==> src/rtl/rom_loader.sv <==
// Byte-stream program-store loader: receives a 16-bit word count and then that
// many big-endian 16-bit words, and writes them to the program store while the CPU is held in reset.
module rom_loader #(
  parameter int ROM_DEPTH = 16384
) (
  input  logic        clk,
  input  logic        rst,
  input  logic        start,
  input  logic        abort,
  input  logic [7:0]  byte_in,
  input  logic        byte_valid,
  output logic        byte_ready,
  output logic [14:0] rom_addr,
  output logic [15:0] rom_data,
  output logic        rom_load,
  output logic        cpu_hold,
  output logic        done,
  output logic        error,
  output logic [14:0] words_loaded
);

  // state  | meaning
  // IDLE   | no session, waiting for start
  // CNT_HI | expecting high byte of word count N
  // CNT_LO | expecting low byte of N, then range check
  // DAT_HI | expecting high byte of next data word
  // DAT_LO | expecting low byte of next data word
  // WRITE  | one-cycle write strobe to the program store
  // DONE   | all N words written
  // ERROR  | N exceeded ROM_DEPTH
  typedef enum logic [2:0] {
    IDLE, CNT_HI, CNT_LO, DAT_HI, DAT_LO, WRITE, DONE, ERROR
  } state_t;

  localparam logic [16:0] LP_DEPTH = 17'(ROM_DEPTH);

  state_t      r_state;
  state_t      w_state_nxt;
  logic [15:0] r_n;
  logic [15:0] r_count;
  logic [7:0]  r_hi;
  logic [14:0] r_rom_addr;
  logic [15:0] r_rom_data;
  logic        r_rom_load;
  logic        r_byte_ready;
  logic        r_cpu_hold;
  logic        r_done;
  logic        r_error;

  logic        w_accept;
  logic        w_active;
  logic        w_abort;
  logic [15:0] w_count_inc;
  logic [15:0] w_n_rx;

  assign w_accept    = byte_valid & r_byte_ready;
  assign w_active    = r_state inside {CNT_HI, CNT_LO, DAT_HI, DAT_LO, WRITE};
  assign w_abort     = w_active & abort;
  assign w_count_inc = r_count + 16'd1;
  assign w_n_rx      = {r_n[15:8], byte_in};

  always_comb begin
    w_state_nxt = r_state;
    case (r_state)
      IDLE, DONE, ERROR: if (start) w_state_nxt = CNT_HI;
      CNT_HI: if (w_accept) w_state_nxt = CNT_LO;
      CNT_LO: begin
        if (w_accept) begin
          if (w_n_rx == 16'd0)                 w_state_nxt = DONE;
          else if ({1'b0, w_n_rx} > LP_DEPTH)  w_state_nxt = ERROR;
          else                                 w_state_nxt = DAT_HI;
        end
      end
      DAT_HI: if (w_accept) w_state_nxt = DAT_LO;
      DAT_LO: if (w_accept) w_state_nxt = WRITE;
      WRITE:  w_state_nxt = (w_count_inc == r_n) ? DONE : DAT_HI;
      default: w_state_nxt = IDLE;
    endcase
    if (w_abort) w_state_nxt = IDLE;
  end

  always_ff @(posedge clk or negedge rst) begin
    if (!rst) begin
      r_state      <= IDLE;
      r_n          <= '0;
      r_count      <= '0;
      r_hi         <= '0;
      r_rom_addr   <= '0;
      r_rom_data   <= '0;
      r_rom_load   <= 1'b0;
      r_byte_ready <= 1'b0;
      r_cpu_hold   <= 1'b0;
      r_done       <= 1'b0;
      r_error      <= 1'b0;
    end else begin
      r_state      <= w_state_nxt;
      r_byte_ready <= w_state_nxt inside {CNT_HI, CNT_LO, DAT_HI, DAT_LO};
      r_cpu_hold   <= w_state_nxt inside {CNT_HI, CNT_LO, DAT_HI, DAT_LO, WRITE};
      r_rom_load   <= (w_state_nxt == WRITE);
      r_done       <= (w_state_nxt == DONE);
      r_error      <= (w_state_nxt == ERROR);
      if (!w_abort) begin
        case (r_state)
          IDLE, DONE, ERROR: if (start) r_count <= '0;
          CNT_HI: if (w_accept) r_n[15:8] <= byte_in;
          CNT_LO: if (w_accept) r_n[7:0]  <= byte_in;
          DAT_HI: if (w_accept) r_hi      <= byte_in;
          DAT_LO: begin
            if (w_accept) begin
              r_rom_data <= {r_hi, byte_in};
              r_rom_addr <= r_count[14:0];
            end
          end
          WRITE:   r_count <= w_count_inc;
          default: ;
        endcase
      end
    end
  end

  // An abort arriving in the WRITE cycle suppresses the strobe already in flight.
  assign rom_load     = r_rom_load & ~abort;
  assign byte_ready   = r_byte_ready;
  assign rom_addr     = r_rom_addr;
  assign rom_data     = r_rom_data;
  assign cpu_hold     = r_cpu_hold;
  assign done         = r_done;
  assign error        = r_error;
  assign words_loaded = r_count[14:0];

endmodule

==> config.mk <==
export PLATFORM = sky130hd
export DESIGN_NAME = rom_loader
export DESIGN_NICKNAME = d
export VERILOG_FILES = /design/src/rtl/rom_loader.sv
export SDC_FILE = /design/constraint.sdc
export NUM_CORES = 1
export LEC_CHECK = 0
export BUFFER_PORTS_ARGS = -buffer_cell sky130_fd_sc_hd__buf_2
export CORE_UTILIZATION = 40
export CTS_BUF_LIST = sky130_fd_sc_hd__clkbuf_8
export CTS_CLUSTER_DIAMETER = 40
export DETAILED_ROUTE_END_ITERATION = 7
export HOLD_SLACK_MARGIN = 0.08
export PLACE_DENSITY_LB_ADDON = 0.12
export SKIP_LAST_GASP = 1
export SYNTH_ARGS = -nofsm -noshare
export SYNTH_HDL_FRONTEND = slang
export SYNTH_SLANG_ARGS = --single-unit
==> constraint.sdc <==
create_clock -name clk -period 5.1 [get_ports clk]
set_input_delay 0 -clock clk [delete_from_list [all_inputs] [get_ports clk]]
set_output_delay 0 -clock clk [all_outputs]
set_load 0.005 [all_outputs]
## Word-level counts from Yosys, hierarchy flattened

Cells that the tools add are included.

| word-level totals | value |
|---|---|
| register bits after elaboration | 79 |
| input port bits | 13 |
| output and inout bits | 51 |
| logic and storage cells | 59 |

| cells by class | value |
|---|---|
| add/sub/neg operators | 1 |
| $lt $le $gt $ge | 1 |
| eq/ne operators | 16 |
| multiplexer cells | 12 |
| bitwise operators | 5 |
| reduce and logical (&&, ||, !) cells | 12 |

Operators with widths:

| kind | count |
|---|---|
| $pmux W16 S2 | 1 |
| $mux W3 | 9 |
| $eq A3 B3 Y1 const B | 8 |
| $pmux W3 S6 | 1 |
| $add A16 B1 Y16 const B | 1 |
| $eq A16 B16 Y1 | 1 |
| $gt A16 B15 Y1 const B | 1 |
| $logic_not A16 Y1 | 1 |
| $mux W16 | 1 |
| $reduce_and A3 Y1 | 5 |
| $eq A3 B2 Y1 const B | 4 |
| $reduce_bool A5 Y1 | 2 |
| $eq A3 B1 Y1 const B | 2 |
| $reduce_bool A4 Y1 | 1 |
| $and A1 B1 Y1 | 3 |
| $logic_not A3 Y1 | 1 |
| $reduce_or A3 Y1 | 1 |
| $ne A2 B2 Y1 const B | 1 |
| $not A1 Y1 | 2 |
| $reduce_bool A2 Y1 | 1 |

## Depth between registers and ports, before layout

| logic depth | value |
|---|---|
| word-level depth | 8 |
| depth in mapped cells | 9 |
| depth with buffers taken out | 8 |

## Worst setup path before layout

Ideal clock, no wire load.

| timing | value |
|---|---|
| path kind | reg-to-reg |
| from | register r_count[0] |
| to | register r_cpu_hold, in the netlist cpu_hold |
| setup time | 0.138 ns |
| arrival time | 2.197 ns |
| data required time | 4.962 ns |
| path slack | 2.765 ns |
| cell stages (with the launch flop) | 9 |
| buffers on the path | 0 |
| period minus slack after synthesis | 2.335 ns |
| cell sequence | dfrtp_1 -> ha_1 -> nand2_1 -> nor4_4 -> o32ai_1 -> a2111oi_2 -> o2111ai_1 -> o41ai_1 -> o21ai_1 |

| on the way | value |
|---|---|
| word-level cells in the longest chain between the ends | 7 |
| elaborated cells between the ends (all ways) | 11 |
| classes of those cells | add/sub: 1; eq/ne: 6; mux: 3; reduce/logical: 1 |

RTL lines:

| item | line | RTL |
|---|---|---|
| from (decl) | 40 | `logic [15:0] r_count;` |
| from (signal assigned) | 114 | `WRITE: r_count <= w_count_inc;` |
| $add A16 B1 Y16 * | 59 | `assign w_count_inc = r_count + 16'd1;` |
| $eq A16 B16 Y1 * | 76 | `WRITE: w_state_nxt = (w_count_inc == r_n) ? DONE : DAT_HI;` |
| $mux W3 * | 76 |  |
| $pmux W3 S6 * | 64 | `case (r_state)` |
| $mux W3 * | 79 | `if (w_abort) w_state_nxt = IDLE;` |
| $eq A3 B1 Y1, or another cell as far along | 98 | `r_cpu_hold <= w_state_nxt inside {CNT_HI, CNT_LO, DAT_HI, DAT_LO, WRITE};` |
| $reduce_bool A5 Y1 * | 98 |  |
| to (signal assigned) | 98 |  |
| to (decl) | 46 | `logic r_cpu_hold;` |

Mark *: on every way between the ends. The rest lies on a longest branch, timed or not.
A chain may end at the register's enable or synchronous reset.

## Final worst setup path

| timing | value |
|---|---|
| from | register r_count[7] |
| to | register r_cpu_hold, in the netlist cpu_hold |

Same word-level chain as after synthesis.

==> summary.txt <==
leakage: 2.36 nW
Place WS: 2450 ps
Final Hold Vio Count: 0
worst clock skew: 8.73 ps
die width: 102 µm
Yosys Warn Count: 0
HPWL after DPL: 6.20 mm
period utilization: 0.523
initial core utilization: 0.412
Setup Fix Bufs, Post-CTS: 0
number of synthesized register bits: 79
clock transition at the registers of the reported paths: 80 ps
fmax: 375 MHz
post-synthesis adder-cell area fraction: 0.00310
Post-Synth Simple-Gate Area: 0.215
Post-synth EDFFs: 0
worst slew pin tran: 1050 ps
setup ws final: 2430 ps
Rel. slew slack: 0.301
Post-Synthesis Cells: 417
ratio of cells with drive above 1 in the final layout: 0.249
Finished Cell Area: 0.00456 mm²
Routed WL: 9.12 mm
clock sink count: 79
most common cell after layout, fill and taps aside: nand2_1
peak supply drop: 0.000167 V
CTS Root Cell: clkbuf_8
min cycle time layout: 2670 ps
global-route wire length before repair: 14.9 mm
data required time at the worst endpoint: 5320 ps
RePlAce Congestion: 0.828
CTS tree: built
Area growth syn-to-layout: 13.3%
Main synth FF type: dfrtp_1
number of port buffers: 63
CTS Buf Count: 9
xor/xnor share of the synthesized area: 0.0478
io pins: 64
Core Box Area: 0.00977 mm²
vias per cell: 5.11
Placed Area: 0.00427 mm²
pin count of the biggest net entering global routing: 80
clock insertion delay at the later pin of the skew report: 360 ps
Cell Pwr Density: 377 mW/mm²
crit path kind: flip-flop to flip-flop
GRT Total Usage: 0.187
Startpoint Class: flip-flop
grt ovf: 0
Die Ht: 102 µm
number of remaining DRC errors: 0
clock buffer depth: 2
# H-tree levels: 3
RSZ-0062 raised after global routing: no
number of global-route vias before repair: 2921
antenna violations before repair: 0
maxcap violations: 0
Die ar.: 0.0105 mm²
Worst EP arrival: 2890 ps
Worst Hold Class: input port to flip-flop
multiplexer share of the synthesized area: 0.0726
Final Util: 0.467
largest family of logic cells by synthesized area: simple AND/OR/NAND/NOR gates
Antenna Violating Nets Remaining: 0
Avg WL per Cell: 15.1 µm
Syn Nets: 431
router iterations before antenna repair: 5
Final Setup Violations: 0
Compound-Gate Fraction of Synth Area: 0.0997
Fin Setup TNS: 0 ps
First DRT Iteration DRCs: 133
syn_area_per_cell: 9.66 µm²
Async S/R FF share, synth: 1.00
final-report max-slew violation count: 0
register area share after synthesis: 0.491
ANT cells: 0
Rows: 36
Filler Cell Count: 971
Synth cell types: 52
Crit Path Max Fanout: 14
vias: 3077
status: finished, final reports clean
Final nets: 478
crit end category: flip-flop
Mapped Area: 0.00403 mm²
most frequent cells in the layout: 105 x nand2_1, 79 x dfrtp_1, 62 x buf_2, 26 x o21ai_0, 26 x mux2_2
power breakdown:
| group | total [mW] | internal, mW | switching, mW |
|---|---|---|---|
| sequential | 0.831 | 0.726 | 0.106 |
| combinational | 0.406 | 0.211 | 0.195 |
| clock | 0.483 | 0.242 | 0.241 |
| total | 1.72 | 1.18 | 0.542 |
metal layers:
| metal | vias up | wire, µm | GRT usage |
|---|---|---|---|
| met3 | 10 | 285 | 0.0301 |
| met5 | - | 0 | 0 |
| li1 | 1507 | - | - |
| met1 | 1492 | 4480 | 0.261 |
| met4 | 0 | 148 | 0.0780 |
| met2 | 68 | 4200 | 0.290 |
layout make-up:
| type | count | area (µm²) | area share |
|---|---|---|---|
| Inverter | 7 | 26.3 | 0.00576 |
| Timing Repair Buffer | 74 | 423 | 0.0927 |
| Clock buffer | 10 | 138 | 0.0302 |
| Sequential cell | 79 | 1980 | 0.433 |
| Tap cell | 133 | 166 | 0.0365 |
| Multi-Input combinational cell | 293 | 1770 | 0.387 |
| Clock inverter | 6 | 68.8 | 0.0151 |
logic make-up (layout without fill, tap and decap cells):
| logic type | Yosys count | after routing |
|---|---|---|
| simple gates | 182 | 182 |
| xor+xnor | 22 | 22 |
| buf+inv | 45 | 97 |
| mux | 26 | 26 |
| fa+ha+maj | 1 | 1 |
| flops | 79 | 79 |
| compound gates | 62 | 62 |
cells in the mapped netlist (all sizes together) (5+ instances only):
library cell | number | area share
inv | 7 | 0.0065
mux2 | 26 | 0.073
o31ai | 10 | 0.019
nand2b | 5 | 0.0078
clkbuf | 17 | 0.024
nor2 | 22 | 0.020
o21ai | 27 | 0.034
buf | 20 | 0.036
nand2 | 105 | 0.098
xor2 | 7 | 0.015
nand4 | 8 | 0.016
xnor2 | 15 | 0.033
nor4 | 6 | 0.015
nor3 | 5 | 0.0062
dfrtp | 79 | 0.49
nand3 | 12 | 0.015
worst max-delay path, cell delays in order, from the launching register on:
cell,delay [ps]
dfrtp_1,570
nand4_1,290
nor3_1,410
o32ai_1,150
a2111oi_2,360
o2111ai_1,210
o41ai_1,440
o21ai_1,100
repair_timing:
action	4_1_cts	5_1_grt
hold endpoints to repair	111	0
gates resized for setup	0	0
hold buffers	9	0
setup endpoints to repair	0	0
metrics by stage:
stage / hold slack (ps) / power [mW] / instances
floorplan: -296 / 1.12 / 417
global placement: 233 / 1.24 / 577
detailed placement: 239 / 1.25 / 577
CTS: 138 / 1.74 / 602
global route: 186 / 1.83 / 602
finish: 166 / 1.72 / 602
path summary, 6_finish.rpt:
path                            start            to  slack (ps)  cells past startpoint
max reg2reg                r_count[7]      cpu_hold        2430                      7
max                        r_count[7]      cpu_hold        2430                      7
min in group asynchronous         rst  rom_addr[11]         350                      2
min reg2reg                   r_hi[1]   rom_data[9]         460                      2
max in group asynchronous         rst   rom_data[1]        4100                      2
min                             abort    r_state[1]         170                      4
state kept, by name, indices dropped and copies added (netlist names):
signal	count
r_state	3
cpu_hold	1
done	1
rom_addr	15
byte_ready	1
error	1
r_count	16
rom_data	16
r_n	16
r_hi	8
r_rom_load	1
(Power assumes the default switching activity.)
